<file path="config.mk">
export PLATFORM = sky130hd
export DESIGN_NAME = gelato_fetch_scheduler
export DESIGN_NICKNAME = d
export VERILOG_FILES = /design/src/rtl/gelato_fetch_scheduler.sv
export SDC_FILE = /design/constraint.sdc
export NUM_CORES = 1
export LEC_CHECK = 0
export ABC_AREA = 1
export BUFFER_PORTS_ARGS = -buffer_cell sky130_fd_sc_hd__buf_2
export CAP_MARGIN = 20
export CORE_AREA = 2 2 105 127
export DETAILED_ROUTE_END_ITERATION = 8
export DIE_AREA = 0 0 107 129
export PLACE_DENSITY_LB_ADDON = 0.25
export SLEW_MARGIN = 5
export SYNTH_ARGS = -nofsm -noshare
export SYNTH_HDL_FRONTEND = slang
export SYNTH_SLANG_ARGS = --single-unit
</file>
<file path="constraint.sdc">
create_clock -name clk -period 2.5 [get_ports clk]
set_input_delay 0.375 -clock clk [delete_from_list [all_inputs] [get_ports clk]]
set_output_delay 0.375 -clock clk [all_outputs]
set_load 0.02 [all_outputs]
</file>
<file path="src/rtl/gelato_fetch_scheduler.sv">
// Round-robin warp fetch scheduler: picks one ready warp per cycle and issues its PC to i-fetch.
// Optional perf counters enabled by defining GELATO_FETCH_SKD_PERF_CNT_EN.
module gelato_fetch_scheduler #(
  parameter int WARP_NUM        = 4,
  parameter int PC_WIDTH        = 32,
  parameter int SPLIT_NUM_WIDTH = 3,
  parameter int WARP_NUM_WIDTH  = $clog2(WARP_NUM)
) (
  input  logic                                clk,
  input  logic                                rst_n,
  input  logic                                rdy,
  input  logic [WARP_NUM-1:0]                 pc_valid,
  input  logic [WARP_NUM*PC_WIDTH-1:0]        pc,
  input  logic [WARP_NUM*SPLIT_NUM_WIDTH-1:0] pc_split_num,
  input  logic                                activate_valid,
  input  logic [WARP_NUM_WIDTH-1:0]           activate_warp_num,
  output logic                                fetch_valid,
  input  logic                                fetch_ready,
  output logic [PC_WIDTH-1:0]                 fetch_pc,
  output logic [WARP_NUM_WIDTH-1:0]           fetch_warp_num,
  output logic [SPLIT_NUM_WIDTH-1:0]          fetch_split_num,
  output logic [WARP_NUM-1:0]                 busy,
  output logic                                activate_err
`ifdef GELATO_FETCH_SKD_PERF_CNT_EN
  ,
  output logic [31:0]                         perf_issue_cnt,
  output logic [31:0]                         perf_stall_cnt,
  output logic [31:0]                         perf_idle_cnt
`endif
);

  logic                       fetch_valid_q;
  logic [PC_WIDTH-1:0]        fetch_pc_q;
  logic [WARP_NUM_WIDTH-1:0]  fetch_warp_q;
  logic [SPLIT_NUM_WIDTH-1:0] fetch_split_q;
  logic [WARP_NUM-1:0]        busy_q, busy_d;
  logic [WARP_NUM_WIDTH-1:0]  ptr_q, ptr_d;
  logic                       err_q, err_d;

  logic [WARP_NUM-1:0]        eligible;
  logic                       load;
  logic                       win_found;
  logic [WARP_NUM_WIDTH-1:0]  win;
  logic                       act_in_range;

  assign eligible     = pc_valid & ~busy_q;
  assign load         = !fetch_valid_q || fetch_ready;
  assign act_in_range = int'(activate_warp_num) < WARP_NUM;

  // First eligible warp scanning ptr, ptr+1, ... modulo WARP_NUM.
  always_comb begin
    win_found = 1'b0;
    win       = '0;
    for (int k = 0; k < WARP_NUM; k++) begin
      if (!win_found && eligible[(int'(ptr_q) + k) % WARP_NUM]) begin
        win_found = 1'b1;
        win       = WARP_NUM_WIDTH'((int'(ptr_q) + k) % WARP_NUM);
      end
    end
  end

  assign ptr_d = (int'(win) == WARP_NUM - 1) ? '0 : win + 1'b1;

  // Grant is applied after activate so a same-warp set/clear resolves to set.
  always_comb begin
    busy_d = busy_q;
    err_d  = err_q;
    if (activate_valid) begin
      if (act_in_range && busy_q[activate_warp_num]) busy_d[activate_warp_num] = 1'b0;
      else                                           err_d = 1'b1;
    end
    if (load && win_found) busy_d[win] = 1'b1;
  end

  always_ff @(posedge clk or negedge rst_n) begin
    if (!rst_n) begin
      fetch_valid_q <= 1'b0;
      fetch_pc_q    <= '0;
      fetch_warp_q  <= '0;
      fetch_split_q <= '0;
      busy_q        <= '0;
      ptr_q         <= '0;
      err_q         <= 1'b0;
    end else if (rdy) begin
      busy_q <= busy_d;
      err_q  <= err_d;
      if (load) begin
        fetch_valid_q <= win_found;
        if (win_found) begin
          fetch_pc_q    <= pc[win*PC_WIDTH +: PC_WIDTH];
          fetch_warp_q  <= win;
          fetch_split_q <= pc_split_num[win*SPLIT_NUM_WIDTH +: SPLIT_NUM_WIDTH];
          ptr_q         <= ptr_d;
        end
      end
    end
  end

  assign fetch_valid     = fetch_valid_q;
  assign fetch_pc        = fetch_pc_q;
  assign fetch_warp_num  = fetch_warp_q;
  assign fetch_split_num = fetch_split_q;
  assign busy            = busy_q;
  assign activate_err    = err_q;

`ifdef GELATO_FETCH_SKD_PERF_CNT_EN
  logic [31:0] issue_cnt_q, stall_cnt_q, idle_cnt_q;

  always_ff @(posedge clk or negedge rst_n) begin
    if (!rst_n) begin
      issue_cnt_q <= '0;
      stall_cnt_q <= '0;
      idle_cnt_q  <= '0;
    end else if (rdy) begin
      if (fetch_valid_q && fetch_ready)  issue_cnt_q <= issue_cnt_q + 32'd1;
      if (fetch_valid_q && !fetch_ready) stall_cnt_q <= stall_cnt_q + 32'd1;
      if (!fetch_valid_q && !(|eligible)) idle_cnt_q <= idle_cnt_q + 32'd1;
    end
  end

  assign perf_issue_cnt = issue_cnt_q;
  assign perf_stall_cnt = stall_cnt_q;
  assign perf_idle_cnt  = idle_cnt_q;
`endif

endmodule

</file>
Word-level counts from Yosys, hierarchy flattened
Cells that the tools add are included.

storage, ports and cells
  register bits after elaboration = 45
  bits of input ports = 151
  logic and storage cells = 78

cells by class
  add/sub/neg operators = 4
  $mul = 1
  magnitude comparators = 8
  equality and inequality tests = 1
  shift-type cells = 2
  mux-type cells = 29
  bitwise gates (word level) = 9
  reduce and logical (&&, ||, !) cells = 17

operators by type and width
  operator               count
  $shiftx A128 B8 Y32    1
  $mux W1                14
  $lt A3 B4 Y1 const B   3
  $mux W4                3
  $shiftx A12 B5 Y3      1
  $bmux W1 S2            5
  $mux W2                5
  $lt A2 B3 Y1 const B   3
  $and A4 B4 Y4          2
  $not A4 Y4             2
  $logic_and A1 B1 Y1    6
  $reduce_and A3 Y1      2
  $reduce_or A2 Y1       3
  $add A2 B1 Y2 const B  2
  $add A2 B2 Y2 const B  2
  $demux W1 S2           2
  $ge A2 B1 Y1 const B   2
  $logic_not A1 Y1       4
  $mul A2 B2 Y4 const B  1
  $or A4 B4 Y4           1
  $and A1 B1 Y1 const A  3
  $eq A2 B1 Y1 const B   1
  $reduce_and A2 Y1      1
  $logic_or A1 B1 Y1     1
  $not A1 Y1             1

Depth between registers and ports, before layout
  depth in word-level cells = 20
  depth in mapped cells = 17
  gate-level depth less buffers = 15

Worst setup path before layout
Ideal clock, no wire load.

  path kind = reg-to-reg
  from = reg ptr_q[0]
  to = reg ptr_q[1]
  arrival = 1.753 ns
  data required time = 2.424 ns
  setup slack = 0.671 ns
  cell stages (with the launch flop) = 15
  path buffers = 2
  period minus slack after synthesis = 1.829 ns
  cell sequence = dfrtp_1 -> buf_6 -> inv_4 -> nand2_1 -> nand2_2 -> nand3_2 -> nand2_4 -> nor2_4 -> nor2_4 -> nand2_4 -> nand2_8 -> buf_6 -> inv_2 -> ha_1 -> o21ai_1

between the ends
  longest elaborated chain between the ends = 14
  elaborated cells on any way between the ends = 32
  classes of those cells = add/sub: 4; eq/ne: 1; mux: 20; reduce/logical: 7

RTL lines
  what                                                                      RTL line  source
  start: declaration                                                        37        logic [WARP_NUM_WIDTH-1:0] ptr_q, ptr_d;
  start signal: assignment                                                  93        ptr_q <= ptr_d;
  $add A2 B1 Y2 / $bmux W1 S2 (equally long branches)                       55, 57
  $bmux W1 S2 / $mux W1 (equally long branches)                             55        if (!win_found && eligible[(int'(ptr_q) + k) % WARP_NUM]) begin
  $mux W1 (not written as such)                                             55
  $mux W1 (not written as such) / $logic_not A1 Y1 (equally long branches)  55
  $logic_and A1 B1 Y1                                                       55
  $mux W1                                                                   55
  $logic_not A1 Y1                                                          55
  $logic_and A1 B1 Y1                                                       55
  $mux W1                                                                   55
  $logic_not A1 Y1                                                          55
  $logic_and A1 B1 Y1                                                       55
  $mux W2                                                                   55
  $add A2 B1 Y2 / $eq A2 B1 Y1 (equally long branches)                      62        assign ptr_d = (int'(win) == WARP_NUM - 1) ? '0 : win + 1'b1;
  $mux W2                                                                   62

Several ways; a longest one is shown, not always the timed one. The select of a mux whose other input is x is not followed.
A chain may end at the register's enable or synchronous reset.

Final worst setup path
  from = reg ptr_q[0]
  to = reg fetch_pc_q[14], in the netlist fetch_pc[14]

between the ends
  longest elaborated chain between the ends = 13
  elaborated cells on any way between the ends = 30
  classes of those cells = add/sub: 3; shift: 1; mux: 19; reduce/logical: 7

RTL lines
  what                                                                      RTL line  source
  $add A2 B1 Y2 / $bmux W1 S2 (equally long branches)                       55, 57
  $bmux W1 S2 / $mux W1 (equally long branches)                             55
  $mux W1 (not written as such)                                             55
  $mux W1 (not written as such) / $logic_not A1 Y1 (equally long branches)  55
  $logic_and A1 B1 Y1                                                       55
  $mux W1                                                                   55
  $logic_not A1 Y1                                                          55
  $logic_and A1 B1 Y1                                                       55
  $mux W1                                                                   55
  $logic_not A1 Y1                                                          55
  $logic_and A1 B1 Y1                                                       55
  $mux W2 / $mux W1 (equally long branches)                                 55
  $shiftx A128 B8 Y32 / $reduce_and A3 Y1 (equally long branches)           --
  end signal: assignment                                                    90        fetch_pc_q <= pc[win*PC_WIDTH +: PC_WIDTH];
  end: declaration                                                          33        logic [PC_WIDTH-1:0] fetch_pc_q;

Several ways; a longest one is shown, not always the timed one. The select of a mux whose other input is x is not followed.

==> flow_metrics.tcl <==
set metrics [dict create \
    status "complete, no violations" \
    hold_viol 0 \
    die_y_um 129 \
    layout-drive-gt1-share_pct 31.2 \
    cp_max_fo 50 \
    ys_seq_area_share_pct 30.5 \
    coreArea_sq_um 12600 \
    clk_pin_slew_ns 0.06 \
    synth_nets 746 \
    grtUsageTotal_pct 17.6 \
    final_nets 927 \
    ys_warn_count 0 \
    dr.pass1.iters 4 \
    power.density_nw_per_um2 1680 \
    grt_pass1_vias 4018 \
    design.die.area_sq_um 13800 \
    p_leak_nw 3.01 \
    rr_worst_depth 15 \
    p_clk_share_pct 9.3 \
    wl_met1_um 5470 \
    synth_cell_types 28 \
    criticalPathCategory "flop to flop" \
    wl_met2_um 5850 \
    core.rowCount 45 \
    synth_seq_cells 45 \
    globalplace.congestion 0.795 \
    internal_power_mw 3.73 \
    rsz0062_at_grt "no" \
    start_kind "flop" \
    netlist_area_sq_um 3690 \
    fin_setup_tns_ns 0 \
    syn2layout_area_growth_pct 34.3 \
    combPwrFrac_pct 74.8 \
    syn_area_per_cell_sq_um 6.22 \
    portBuffers 193 \
    whs_ns 0.0608 \
    crit_arrival_ns 2.34 \
    cts_max_level 2 \
    p_seq_share_pct 15.9 \
    num_vias 4289 \
    drt-total-wl_um 12100 \
    tightest_slew_ns 0.414 \
    worstSkewPairLatency_ns 0.28 \
    r2r_end "fetch_pc[14]$_DFFE_PN0P_" \
    period_minus_slack_ns 2.16 \
    crit_required_ns 2.68 \
    hold_class "primary input to asynchronous set/reset pin" \
    overflow 0 \
    cts_tree "built" \
    cts.path.max_buffers 2 \
    ios 194 \
    viasPerCell 4.56 \
    drv_slew 0 \
    hold_buffers 0 \
    cts-root-buf "clkbuf_16" \
    grt_max_degree 51 \
    start_util_pct 29.4 \
    finalClockSkew_ns 0.00419 \
    finalCritPeriodShare_pct 86.3 \
    finalSetupViolations 0 \
    die_w_um 107 \
    p_sw_share_pct 55.3 \
    n_antenna_cell 0 \
    netlist_instances 594 \
    post_drt_wl_per_cell_um 12.9 \
    routed.top_layer "met4" \
    max_freq_mhz 463 \
    met3_length_um 598 \
    p_sw_mw 4.62 \
    drcViolationCount 0 \
    reg2reg_from "ptr_q[0]$_DFFE_PN0P_" \
    hpwl_um 9310 \
    fill_cells 1451 \
    rrSetupSlack_ns 0.34 \
    drt-initial-drc-count 155 \
    max_slew_margin_pct 72.4 \
    maxCapViolCount 0 \
    cts_made_buffers 5 \
    cp-end-kind "flop" \
    grt_pass1_wl_um 19500 \
    ant_nets 0 \
    cts.sinks 45 \
    antenna_found_initial 0 \
    vdd_drop_max_mv 0.891 \
]
-- kinds of logic after synthesis --
family,synth area share (%)
simple gates,54.9
buf+inv,11.6
flops,30.5
compound gates,2.71
fa+ha+maj,0.339
-- Yosys cell counts (all sizes together) --
cell type | n | share of area, %
o31ai | 3 | 0.61
ha | 1 | 0.34
buf | 37 | 6.5
nand3 | 87 | 13
a31oi | 1 | 0.17
inv | 49 | 5.0
o21ai | 10 | 1.4
nand3b | 35 | 7.1
o22ai | 1 | 0.17
dfrtp | 45 | 30
nand2 | 316 | 33
o21bai | 1 | 0.20
nand4 | 2 | 0.51
nor2 | 5 | 1.3
o21a | 1 | 0.20
-- power groups by stage --
| stage | Clock, mW | Sequential [mW] | Combinational (mW) |
|---|---|---|---|
| 2_1_floorplan | 0 | 1.69 | 4.51 |
| 3_3_place_gp | 0 | 1.35 | 6.32 |
| 3_5_place_dp | 0 | 1.33 | 6.31 |
| 4_1_cts | 0.792 | 1.33 | 6.33 |
| 5_1_grt | 0.835 | 1.38 | 7.11 |
| 6_report | 0.775 | 1.33 | 6.25 |
-- per-stage QoR --
step	cell area [sq um]	power [mW]	utilization, %	std cells	setup slack (ns)
2_1_floorplan	3690	6.20	-	594	0.671
3_3_place_gp	4790	7.67	38.1	932	0.217
3_5_place_dp	4790	7.65	38.1	932	0.235
4_1_cts	4960	8.45	39.5	940	0.223
5_1_grt	4960	9.32	39.5	940	0.0687
6_report	4960	8.35	39.5	940	0.342
-- layout make-up --
type                            instances  area (sq um)  area share, %
Multi-Input combinational cell        463          2150           43.2
Sequential cell                        45          1130           22.7
Timing Repair Buffer                  211          1130           22.7
Clock buffer                            7           143           2.87
Inverter                               49           186           3.76
Tap cell                              164           205           4.13
Clock inverter                          1          30.0          0.605
-- layout by cell type, fill, tap and decap left out, drive strengths merged, types with 2 or more instances in the layout --
cell    count
buf       211
clkbuf      7
dfrtp      45
inv        49
nand2     316
nand3      87
nand3b     35
nand4       2
nor2        5
o21ai      10
o31ai       3
-- sequential cells by signal (all words and copies together) (netlist names) --
register and count:
fetch_split_num 3, fetch_valid 1, activate_err 1, fetch_pc 32, fetch_warp_num 2, busy 4, ptr_q 2
-- what timing repair did --
action                                  CTS  global route
resized for setup                         0             1
endpoints found under the setup margin    0            11
setup buffers                             0             0
hold endpoints to repair                  0             0
-- metal layers --
metal | global-route usage (%) | up-vias
met2 | 30.8 | 129
met1 | 22.6 | 1928
met4 | 4.89 | 0
li1 | - | 2218
met3 | 2.48 | 14
met5 | 0 | -
-- how the worst max path moves through the flow --
stage	start	end	slack, ns
6_report	ptr_q[0]$_DFFE_PN0P_	fetch_pc[14]$_DFFE_PN0P_	0.34
4_1_cts	ptr_q[0]$_DFFE_PN0P_	fetch_pc[7]$_DFFE_PN0P_	0.22
2_1_floorplan	ptr_q[0]$_DFFE_PN0P_	ptr_q[1]$_DFFE_PN0P_	0.67
3_5_place_dp	ptr_q[0]$_DFFE_PN0P_	fetch_pc[14]$_DFFE_PN0P_	0.24
5_1_grt	ptr_q[0]$_DFFE_PN0P_	fetch_pc[12]$_DFFE_PN0P_	0.07
3_3_place_gp	ptr_q[0]$_DFFE_PN0P_	fetch_pc[14]$_DFFE_PN0P_	0.22
-- worst max-delay path, stage by stage, from the launching register on --
cell and delay [ns]:
dfrtp_2 0.50, inv_4 0.12, nand3_1 0.10, nand2_1 0.09, nand2_1 0.09, nand2_1 0.11
nand4_2 0.11, nand2_4 0.12, nand2_8 0.22, buf_4 0.26, nand2_1 0.06, nand2_1 0.05
nand2_1 0.06, nand2_1 0.05, nand2_1 0.05, nand2_1 0.05
No activity file was read; power rests on OpenSTA's default activity.
